$ cat config.mk
export PLATFORM = sky130hd
export DESIGN_NAME = spi_arbiter
export DESIGN_NICKNAME = d
export VERILOG_FILES = /design/src/rtl/spi_arbiter.sv
export SDC_FILE = /design/constraint.sdc
export NUM_CORES = 1
export LEC_CHECK = 0
export BUFFER_PORTS_ARGS = -buffer_cell sky130_fd_sc_hd__buf_2
export CAP_MARGIN = 40
export CORE_MARGIN = 10
export CORE_UTILIZATION = 49
export DETAILED_ROUTE_END_ITERATION = 8
export PLACE_DENSITY_LB_ADDON = 0.15
export SYNTH_ARGS = -nofsm -noshare
export SYNTH_HDL_FRONTEND = slang
export SYNTH_SLANG_ARGS = --single-unit
export TNS_END_PERCENT = 50
$ cat constraint.sdc
create_clock -name clk -period 4.1 [get_ports clk]
set_input_delay 0.205 -clock clk [delete_from_list [all_inputs] [get_ports clk]]
set_output_delay 0.205 -clock clk [all_outputs]
set_load 0.01 [all_outputs]
$ cat src/rtl/spi_arbiter.sv
// Round-robin arbiter sharing one spi_master among N_REQ requesters; SPI_ARB_TIMEOUT_EN adds a WAIT abort (err with ack).
// Latency: req->spi_start 2 cycles, spi_done rising edge->ack 2 cycles; requesters hold req/data until their ack.
module spi_arbiter #(
    parameter int N_REQ   = 4,
    parameter int DATA_W  = 8,
    parameter int TIMEOUT = 1023
) (
    input  logic                     clk,
    input  logic                     reset_n,
    input  logic [N_REQ-1:0]         req,
    input  logic [N_REQ*DATA_W-1:0]  req_data,
    output logic [N_REQ-1:0]         ack,
    output logic                     err,
    output logic                     spi_start,
    output logic [DATA_W-1:0]        spi_data,
    input  logic                     spi_done,
    output logic [N_REQ-1:0]         dev_sel,
    output logic                     busy,
    output logic [$clog2(N_REQ)-1:0] grant_id
);

    localparam int IDX_W = $clog2(N_REQ);

    typedef enum logic [2:0] {
        S_IDLE,
        S_GRANT,
        S_START,
        S_WAIT,
        S_ACK
    } state_t;

    state_t            state;
    state_t            state_nxt;
    logic [IDX_W-1:0]  ptr;
    logic [IDX_W-1:0]  pick;
    logic              pick_vld;
    logic [N_REQ-1:0]  pick_oh;
    logic [DATA_W-1:0] req_bytes [N_REQ];
    logic              done_s;
    logic              done_q;
    logic              done_rise;
    logic              wait_expired;

    always_comb begin
        for (int i = 0; i < N_REQ; i++) begin
            req_bytes[i] = req_data[i*DATA_W +: DATA_W];
        end
    end

    // First pending requester at or after the pointer, wrapping around.
    always_comb begin : arbitrate
        logic [IDX_W-1:0] idx;
        idx      = '0;
        pick     = '0;
        pick_vld = 1'b0;
        for (int i = 0; i < N_REQ; i++) begin
            idx = IDX_W'((int'(ptr) + i) % N_REQ);
            if (!pick_vld && req[idx]) begin
                pick_vld = 1'b1;
                pick     = idx;
            end
        end
        pick_oh       = '0;
        pick_oh[pick] = 1'b1;
    end

    // Done is sampled once more before edge detection, so a level left high by a previous transfer never counts.
    assign done_rise = done_s & ~done_q;

`ifdef SPI_ARB_TIMEOUT_EN
    localparam int CNT_W = $clog2(TIMEOUT + 1);

    logic [CNT_W-1:0] wait_cnt;
    logic             timed_out;

    assign wait_expired = (wait_cnt == CNT_W'(TIMEOUT));

    always_ff @(posedge clk) begin
        if (!reset_n) begin
            wait_cnt  <= '0;
            timed_out <= 1'b0;
        end else if (state == S_START) begin
            wait_cnt  <= '0;
            timed_out <= 1'b0;
        end else if (state == S_WAIT) begin
            wait_cnt  <= wait_cnt + 1'b1;
            timed_out <= wait_expired && !done_rise;
        end
    end
`else
    assign wait_expired = 1'b0;
`endif

    always_ff @(posedge clk) begin
        if (!reset_n) begin
            state <= S_IDLE;
        end else begin
            state <= state_nxt;
        end
    end

    always_comb begin
        state_nxt = state;
        case (state)
            S_IDLE:  if (|req) state_nxt = S_GRANT;
            S_GRANT: state_nxt = pick_vld ? S_START : S_IDLE;
            S_START: state_nxt = S_WAIT;
            S_WAIT:  if (done_rise || wait_expired) state_nxt = S_ACK;
            S_ACK:   state_nxt = S_IDLE;
            default: state_nxt = S_IDLE;
        endcase
    end

    always_ff @(posedge clk) begin
        if (!reset_n) begin
            ptr      <= '0;
            grant_id <= '0;
            spi_data <= '0;
            dev_sel  <= '0;
            done_s   <= 1'b0;
            done_q   <= 1'b0;
        end else begin
            done_s <= spi_done;
            done_q <= done_s;
            case (state)
                S_GRANT: begin
                    if (pick_vld) begin
                        grant_id <= pick;
                        spi_data <= req_bytes[pick];
                        dev_sel  <= pick_oh;
                    end
                end
                S_ACK: begin
                    ptr     <= (grant_id == IDX_W'(N_REQ - 1)) ? '0 : grant_id + 1'b1;
                    dev_sel <= '0;
                end
                default: ;
            endcase
        end
    end

    always_comb begin
        ack       = '0;
        err       = 1'b0;
        spi_start = (state == S_START);
        busy      = (state != S_IDLE);
        if (state == S_ACK) begin
            ack[grant_id] = 1'b1;
`ifdef SPI_ARB_TIMEOUT_EN
            err = timed_out;
`endif
        end
    end

endmodule
# Word-level counts from Yosys, hierarchy flattened
# Index checks and enable logic that the tools add are counted.
# totals
ff_bits	21
inputBits	39
latch_bits	0
ram_bits	0
n_memories	0
elab_cells	77
romBits	0
output_inout_bits	21
# classes
n_eq_ne	8
shift	0
bitwise	3
addsub	4
div_mod_pow	0
order_cmp	9
reduce_logical	15
muxes	31
n_mul	0
# op_table
cell	n
2-bit by 3-bit < comparator with 1-bit output (second input constant)	6
8-bit binary-select mux with 2-bit select	1
8-bit two-way mux	2
2-bit two-way mux	6
3-bit case mux with 4 select lines	1
1-bit two-way mux	10
1-bit binary-select mux with 2-bit select	4
4-bit two-way mux	2
4-bit case mux with 2 select lines	1
3-bit by 2-bit equality test with 1-bit output (second input constant)	2
3-bit two-way mux	2
2-bit inequality test (second input constant)	3
2-bit AND reduction	3
1-bit logical AND	5
2-bit by 1-bit adder with 2-bit output (second input constant)	2
2-bit adder (second input constant)	2
1-bit demux with 2-bit select	2
2-bit by 1-bit greater-or-equal comparator with 1-bit output (second input constant)	2
4-bit OR reduction	1
3-bit by 1-bit equality test with 1-bit output (second input constant)	1
3-bit equality test (second input constant)	1
3-bit greater-or-equal comparator (second input constant)	1
1-bit logical NOT	3
3-bit logical NOT	1
6 further kinds	6

# Depth between registers and ports, before layout
# Gate-level depths: netlist of the first run.
# logic_depth
word_depth	18
depth_mapped	7

# Least setup slack after synthesis of the first run
# Ideal clock, no wire load.
# synth_timing
path_kind	input -> register
startpoint	input port req[2]
endpoint	register dev_sel[2]
arrival_ns	1.464
setup_slack_ns	2.519
stages	7
required_time_ns	3.983
cell_sequence	or4_4 and2_1 buf_6 and3_4 buf_6 a22oi_2 nor2b_1
# synth_between
elab_chain_len	18
word_cells_on_any_way	31
# synth_rtl
element	line	text
start: declaration	10	input logic [N_REQ-1:0] req,
1-bit binary-select mux with 2-bit select	58	if (!pick_vld && req[idx]) begin
1-bit two-way mux (not written as such)	58	
1-bit two-way mux	58	
1-bit logical NOT	58	
1-bit logical AND	58	
1-bit two-way mux	58	
1-bit logical NOT	58	
1-bit logical AND	58	
(+2 left out)	--	
1-bit logical AND	58	
2-bit two-way mux	58	
2-bit by 3-bit < comparator with 1-bit output (not written as such) / 2-bit by 1-bit greater-or-equal comparator with 1-bit output (equally long branches)	64	pick_oh[pick] = 1'b1;
1-bit logical AND (not written as such)	64	
1-bit two-way mux (not written as such)	64	
1-bit demux with 2-bit select	64	
4-bit two-way mux	127	if (pick_vld) begin
4-bit case mux with 2 select lines	125	case (state)
end signal: assignment	130	dev_sel <= pick_oh;
end: declaration	17	output logic [N_REQ-1:0] dev_sel,
# Several ways; a longest one is shown, not always the timed one. The select of a mux whose other input is x is not followed.
# A chain may end at the register's enable or synchronous reset.

# Worst setup path after layout of the first run
# layout_timing
startpoint	register state[2]
endpoint	output port ack[3]
# layout_between
elab_chain_len	2
# layout_rtl
element	line	text
start: declaration	32	state_t state;
start signal: assignment	98	state <= state_nxt;
3-bit equality test	147	if (state == S_ACK) begin
4-bit two-way mux	147	
end: declaration	12	output logic [N_REQ-1:0] ack,
# No other way between the ends.

==> impl_metrics.env, run 1 <==
export IMPL_port_buffers=58
export IMPL_synth_area_per_cell_um2=8.70
export IMPL_rows=18
export IMPL_min_path_type="in -> reg"
export IMPL_post_dp_cell_area_um2=1520
export IMPL_clk_latency_ps=300
export IMPL_met2_usage=0.241
export IMPL_syn_cell_area_um2=1230
export IMPL_clock_sinks=21
export IMPL_syn_nets=185
export IMPL_drive_gt1_frac=0.337
export IMPL_tightest_slew_ps=925
export IMPL_critPathKind="reg -> out"
export IMPL_post_cts_buffers=0
export IMPL_root_buffer="clkbuf_4"
export IMPL_crit_chain="nor3b_1, and2_1, buf_2"
export IMPL_synth_cell_types=36
export IMPL_core_um2=2430
export IMPL_ys_seq_area_frac=0.340
export IMPL_grt_pass1_wl_mm=5.50
export IMPL_cts_max_level=1
export IMPL_numCtsBuffers=3
export IMPL_grt_use_met3=0.0452
export IMPL_critPathMaxStageDelay_ps=780
export IMPL_setup_viol=0
export IMPL_gp_congestion=0.831
export IMPL_dp_hpwl_mm=2.74
export IMPL_grt_pass1_vias=1227
export IMPL_avgViaCountPerCell=5.32
export IMPL_start_util=0.508
export IMPL_required_ps=3890
export IMPL_fin_nets=243
export IMPL_drt_total_wl_mm=3.34
export IMPL_drt_iter0_drc=79
export IMPL_gr_max_usage_layer="met2"
export IMPL_antenna_left=0
export IMPL_synth_warning_count=0
export IMPL_slew_violations=0
export IMPL_crit_family="simple AND/OR/NAND/NOR gates"
export IMPL_die_x_um=70.2
export IMPL_clockBufferDepth=2
export IMPL_period_share=0.499
export IMPL_slew_headroom=0.382
export IMPL_wl_per_cell_um=14.6
export IMPL_clk_pin_slew_ps=110
export IMPL_drv_cap=0
export IMPL_drt_pass1_iter_count=4
export IMPL_die_area_um2=4930
export IMPL_fin_setup_tns_ps=0
export IMPL_leakagePower_nw=0.763
export IMPL_crit_path_top_delay_cell="nor3b_1"
export IMPL_cts_tree="yes"
export IMPL_hold_viol_final=0
export IMPL_grt_util_met1=0.133
export IMPL_finClkSkew_ps=3.66
export IMPL_antenna_found_initial=0
export IMPL_worstPathArrival_ps=1840
export IMPL_fmax_mhz=489
export IMPL_num_antenna_cells=0
export IMPL_syn_inst=142
export IMPL_min_period_ps=2050
export IMPL_holdBufCountCts=0
export IMPL_drc_errors=0
export IMPL_grt_overflow=0
export IMPL_via_count=1218
export IMPL_die_h_um=70.2
export IMPL_io_pins=60
export IMPL_finalInstanceArea_um2=1540
export IMPL_ys_ff_latch=21
export IMPL_cp_num_buf_inv=1
export IMPL_rsz0062_at_grt="no"
export IMPL_grt_max_degree=20
export IMPL_ir_worst_vdd_mv=0.249
export IMPL_area_growth_pct=25.0
export IMPL_critPathLaunchType="register"
export IMPL_cp_max_fo=7
export IMPL_critPathCaptureType="output port"
export IMPL_ctsResizeCount=0
export IMPL_powerDensity_nw_per_um2=290
export IMPL_grtUsageTotal=0.129
export IMPL_outcome="finished clean"
==> state kept, by name (all words and copies together), names as in the netlist <==
name and flops:
dev_sel 4, done_q 1, done_s 1, grant_id 2
ptr 2, spi_data 8, state 3
==> cell families after synthesis <==
group | synth area share
muxes | 0.0892
and+or+nand+nor | 0.231
adders and majority gates | 0.0405
DFF | 0.340
AOI/OAI and AO/OA | 0.244
buffers and inverters | 0.0517
other | 0.00304
==> final timing paths <==
kind	from	end	slack (ps)	cells after the start
worst min register to register	done_s	done_q	490	1
worst min-delay path	spi_done	done_s	100	2
worst max-delay path	state[2]	ack[3]	2050	3
worst max register to register	ptr[1]	dev_sel[1]	2180	5
==> synth_stat cells (all sizes together) <==
cell | n | area share
clkbuf | 1 | 0.0030
inv | 5 | 0.015
o221ai | 1 | 0.021
or4 | 1 | 0.0091
nand2b | 2 | 0.010
o21a | 1 | 0.0061
nor2 | 4 | 0.014
ha | 4 | 0.041
nor3 | 3 | 0.012
and2 | 8 | 0.041
or3 | 1 | 0.0051
nor2b | 8 | 0.041
nand3b | 1 | 0.0061
nand2 | 20 | 0.061
o21bai | 2 | 0.012
a32oi | 1 | 0.0071
mux2i | 11 | 0.089
a21o | 9 | 0.055
a21boi | 2 | 0.012
a31oi | 8 | 0.041
nor3b | 2 | 0.012
a21oi | 4 | 0.019
a311o | 1 | 0.0081
nand3 | 1 | 0.0040
a22oi | 3 | 0.022
dfxtp | 21 | 0.34
and3 | 1 | 0.0091
conb | 1 | 0.0030
buf | 4 | 0.033
or3b | 1 | 0.0071
o21ai | 10 | 0.041
==> layout make-up <==
| cell class | instances | area (µm²) |
|---|---|---|
| clock buffers | 4 | 26.3 |
| repair buffers | 58 | 290 |
| flip-flops and latches | 21 | 420 |
| inverters | 5 | 18.8 |
| fillers | 216 | 888 |
| multi-input cells | 111 | 751 |
| well taps | 30 | 37.5 |
==> metal layers <==
metal	share of wire	wire (µm)
met3	0.062	207
met2	0.51	1700
met5	0	0
met4	0.011	38
met1	0.42	1390
==> worst register-to-register path, cell delays in order (launching register included) <==
cell and delay (ps):
dfxtp_1 460, mux2i_1 360, o21ai_0 160, nor2_1 530, a32oi_1 210, nor2b_1 130
==> power breakdown <==
group	total [mW]	internal (mW)	switching, mW
Sequential	0.231	0.220	0.0112
Clock	0.0980	0.0379	0.0601
Combinational	0.119	0.0551	0.0640
==> cell usage in the layout, fill, tap and decap left out <==
cell type and count:
nand3b_1 1, nand2b_1 2, nand3_1 1, a21oi_2 1, clkbuf_4 3, nor2_2 1
inv_1 5, a21o_1 9, or3_1 1, dfxtp_1 21, a31oi_1 8, buf_2 58
a21boi_1 1, nand2_1 20, a22oi_1 2, nor2_1 3, o21bai_1 2, mux2i_1 11
a22oi_2 1, or4_4 1, a21boi_0 1, nor2b_1 8, nor3b_1 2, o21ai_0 10
nor3_1 3, a311o_1 1, a32oi_1 1, and3_4 1, and2_1 8, a21oi_1 3
conb_1 1, ha_1 4, o21a_1 1, o221ai_4 1, or3b_1 1, clkbuf_1 1
==> stage by stage <==
stage / total power, mW / worst slack, ps / hold slack (ps) / util / cells
after floorplan: 0.310 / 2520 / 332 / - / 142
after global placement: 0.352 / 2240 / 411 / 0.624 / 225
after detailed placement: 0.356 / 2190 / 419 / 0.624 / 225
after CTS: 0.452 / 2040 / 103 / 0.635 / 229
after global routing: 0.477 / 1920 / 110 / 0.635 / 229
final: 0.448 / 2050 / 105 / 0.635 / 229
Power figures use the tool's default switching activity.
==> run 2, diff against run 1 <==
- CORE_UTILIZATION: 49 -> 45
- clock period: 4.1 -> 1.95 ns (I/O delays scaled with it)
==> impl_metrics.env, run 2 (same netlist as run 1, synthesis figures left out) <==
export IMPL_combPwrFrac=0.270
export IMPL_area_growth_pct=27.6
export IMPL_wl_per_cell_um=15.2
export IMPL_met2_usage=0.229
export IMPL_antenna_left=0
export IMPL_clockBufferDepth=2
export IMPL_critPathCaptureType="register"
export IMPL_finClkSkew_ps=6.18
export IMPL_hold_viol_final=0
export IMPL_final_cell_mix="58 x buf_2, 21 x dfxtp_1, 20 x nand2_1"
export IMPL_worstRegToRegCells=5
export IMPL_leakagePower_nw=0.784
export IMPL_required_ps=2190
export IMPL_rows=18
export IMPL_rsz0062_at_grt="no"
export IMPL_critPathLaunchType="register"
export IMPL_dp_hpwl_mm=2.82
export IMPL_cp_max_fo=10
export IMPL_grt_pass1_wl_mm=5.61
export IMPL_largest_reg_flops=8
export IMPL_grt_use_met3=0.0354
export IMPL_endpoint="dev_sel[2]"
export IMPL_fin_nets=246
export IMPL_die_h_um=72.4
export IMPL_root_buffer="clkbuf_4"
export IMPL_drc_errors=0
export IMPL_fin_setup_tns_ps=0
export IMPL_critPathKind="reg -> reg"
export IMPL_power_switching_mw=0.292
export IMPL_p_int_mw=0.658
export IMPL_drt_pass1_iter_count=4
export IMPL_regMostFlops="spi_data"
export IMPL_slew_headroom=0.580
export IMPL_top_regs="spi_data x8, dev_sel x4, state x3"
export IMPL_r2r_setup_slack_ps=200
export IMPL_die_x_um=72.4
export IMPL_port_buffers=58
export IMPL_fmax_mhz=570
export IMPL_power_mw=0.950
export IMPL_cts_tree="yes"
export IMPL_grt_pass1_vias=1200
export IMPL_crit_family="simple AND/OR/NAND/NOR gates"
export IMPL_cts_max_level=1
export IMPL_period_share=0.900
export IMPL_tightest_slew_ps=630
export IMPL_io_pins=60
export IMPL_via_count=1212
export IMPL_r2r_start="state[0]"
export IMPL_min_period_ps=1750
export IMPL_cp_startpoint="state[0]"
export IMPL_reg2reg_to="dev_sel[2]"
export IMPL_grt_util_met1=0.146
export IMPL_drive_gt1_frac=0.351
export IMPL_clk_pin_slew_ps=120
export IMPL_grt_max_degree=20
export IMPL_min_path_type="in -> reg"
export IMPL_ir_worst_vdd_mv=0.544
export IMPL_grt_overflow=0
export IMPL_post_dp_cell_area_um2=1530
export IMPL_numCtsBuffers=3
export IMPL_drt_iter0_drc=64
export IMPL_drv_cap=0
export IMPL_start_util=0.485
export IMPL_num_antenna_cells=0
export IMPL_cp_num_buf_inv=0
export IMPL_power_frac_seq=0.510
export IMPL_clock_power_share=0.220
export IMPL_setup_viol=0
export IMPL_gp_congestion=0.745
export IMPL_worstPathArrival_ps=2000
export IMPL_clock_sinks=21
export IMPL_p_sw_frac=0.307
export IMPL_post_cts_buffers=0
export IMPL_crit_path_top_delay_cell="dfxtp_1"
export IMPL_outcome="finished clean"
export IMPL_slew_violations=0
export IMPL_avgViaCountPerCell=5.22
export IMPL_gr_max_usage_layer="met2"
export IMPL_core_um2=2540
export IMPL_die_area_um2=5240
export IMPL_finalInstanceArea_um2=1580
export IMPL_crit_chain="nor3b_2, and2_1, and3_4, a22oi_2, nor2b_1"
export IMPL_critPathMaxStageDelay_ps=450
export IMPL_path_depth=5
export IMPL_clk_latency_ps=300
export IMPL_final_common_cell="buf_2"
export IMPL_antenna_found_initial=0
export IMPL_worst_hold_startpoint="req_data[20]"
export IMPL_powerDensity_nw_per_um2=603
export IMPL_grtUsageTotal=0.127
export IMPL_drt_total_wl_mm=3.53
==> run 2: tightest hold or removal path: cells and delay by family <==
family | cells | cell delay (ps)
compound gates | 1 | 60
buf+inv | 1 | 100
simple gates | 1 | 50
==> run 2: worst min-delay path by stage <==
stage                        to  slack [ps]  cells after the start
CTS                 spi_data[4]          30                      3
global route        spi_data[6]          40                      3
detailed placement       done_s         310                      2
global placement         done_s         300                      2
finish              spi_data[4]          30                      3
floorplan                done_s         220                      1
==> run 2: cell type report <==
type	instances	area, µm²
Fill cell	240	970
Multi-Input combinational cell	111	756
Sequential cell	21	420
Timing Repair Buffer	61	315
Tap cell	30	37.5
Clock buffer	3	22.5
Inverter	5	18.8
Clock inverter	1	5.00
==> run 2: per-layer routing <==
layer	vias to the layer above	routed length, µm
met4	0	12
met1	562	1530
li1	617	-
met2	31	1770
met3	2	216
met5	-	0
==> run 2: power by group through the flow <==
| stage | clock network (mW) | registers [mW] | logic, mW |
|---|---|---|---|
| 4_1_cts | 0.218 | 0.483 | 0.259 |
| 3_3_place_gp | 0 | 0.492 | 0.250 |
| 2_1_floorplan | 0 | 0.503 | 0.149 |
| 6_report | 0.209 | 0.484 | 0.257 |
| 3_5_place_dp | 0 | 0.493 | 0.257 |
| 5_1_grt | 0.226 | 0.489 | 0.289 |
==> run 2: metrics by stage <==
stage	instances	hold WS, ps	utilization	worst slack, ps
after floorplan	142	225	-	401
after global placement	227	303	0.602	195
after detailed placement	227	309	0.602	81.4
after CTS	232	32.3	0.617	47.0
after global routing	232	40.7	0.619	15.6
final	232	31.5	0.619	196
==> run 2: repair_timing <==
| item | 4_1_cts | 5_1_grt |
|---|---|---|
| endpoints found under the hold margin | 1 | 0 |
| hold buffers | 1 | 0 |
| endpoints found under the setup margin | 0 | 12 |
| gates resized for setup | 0 | 1 |
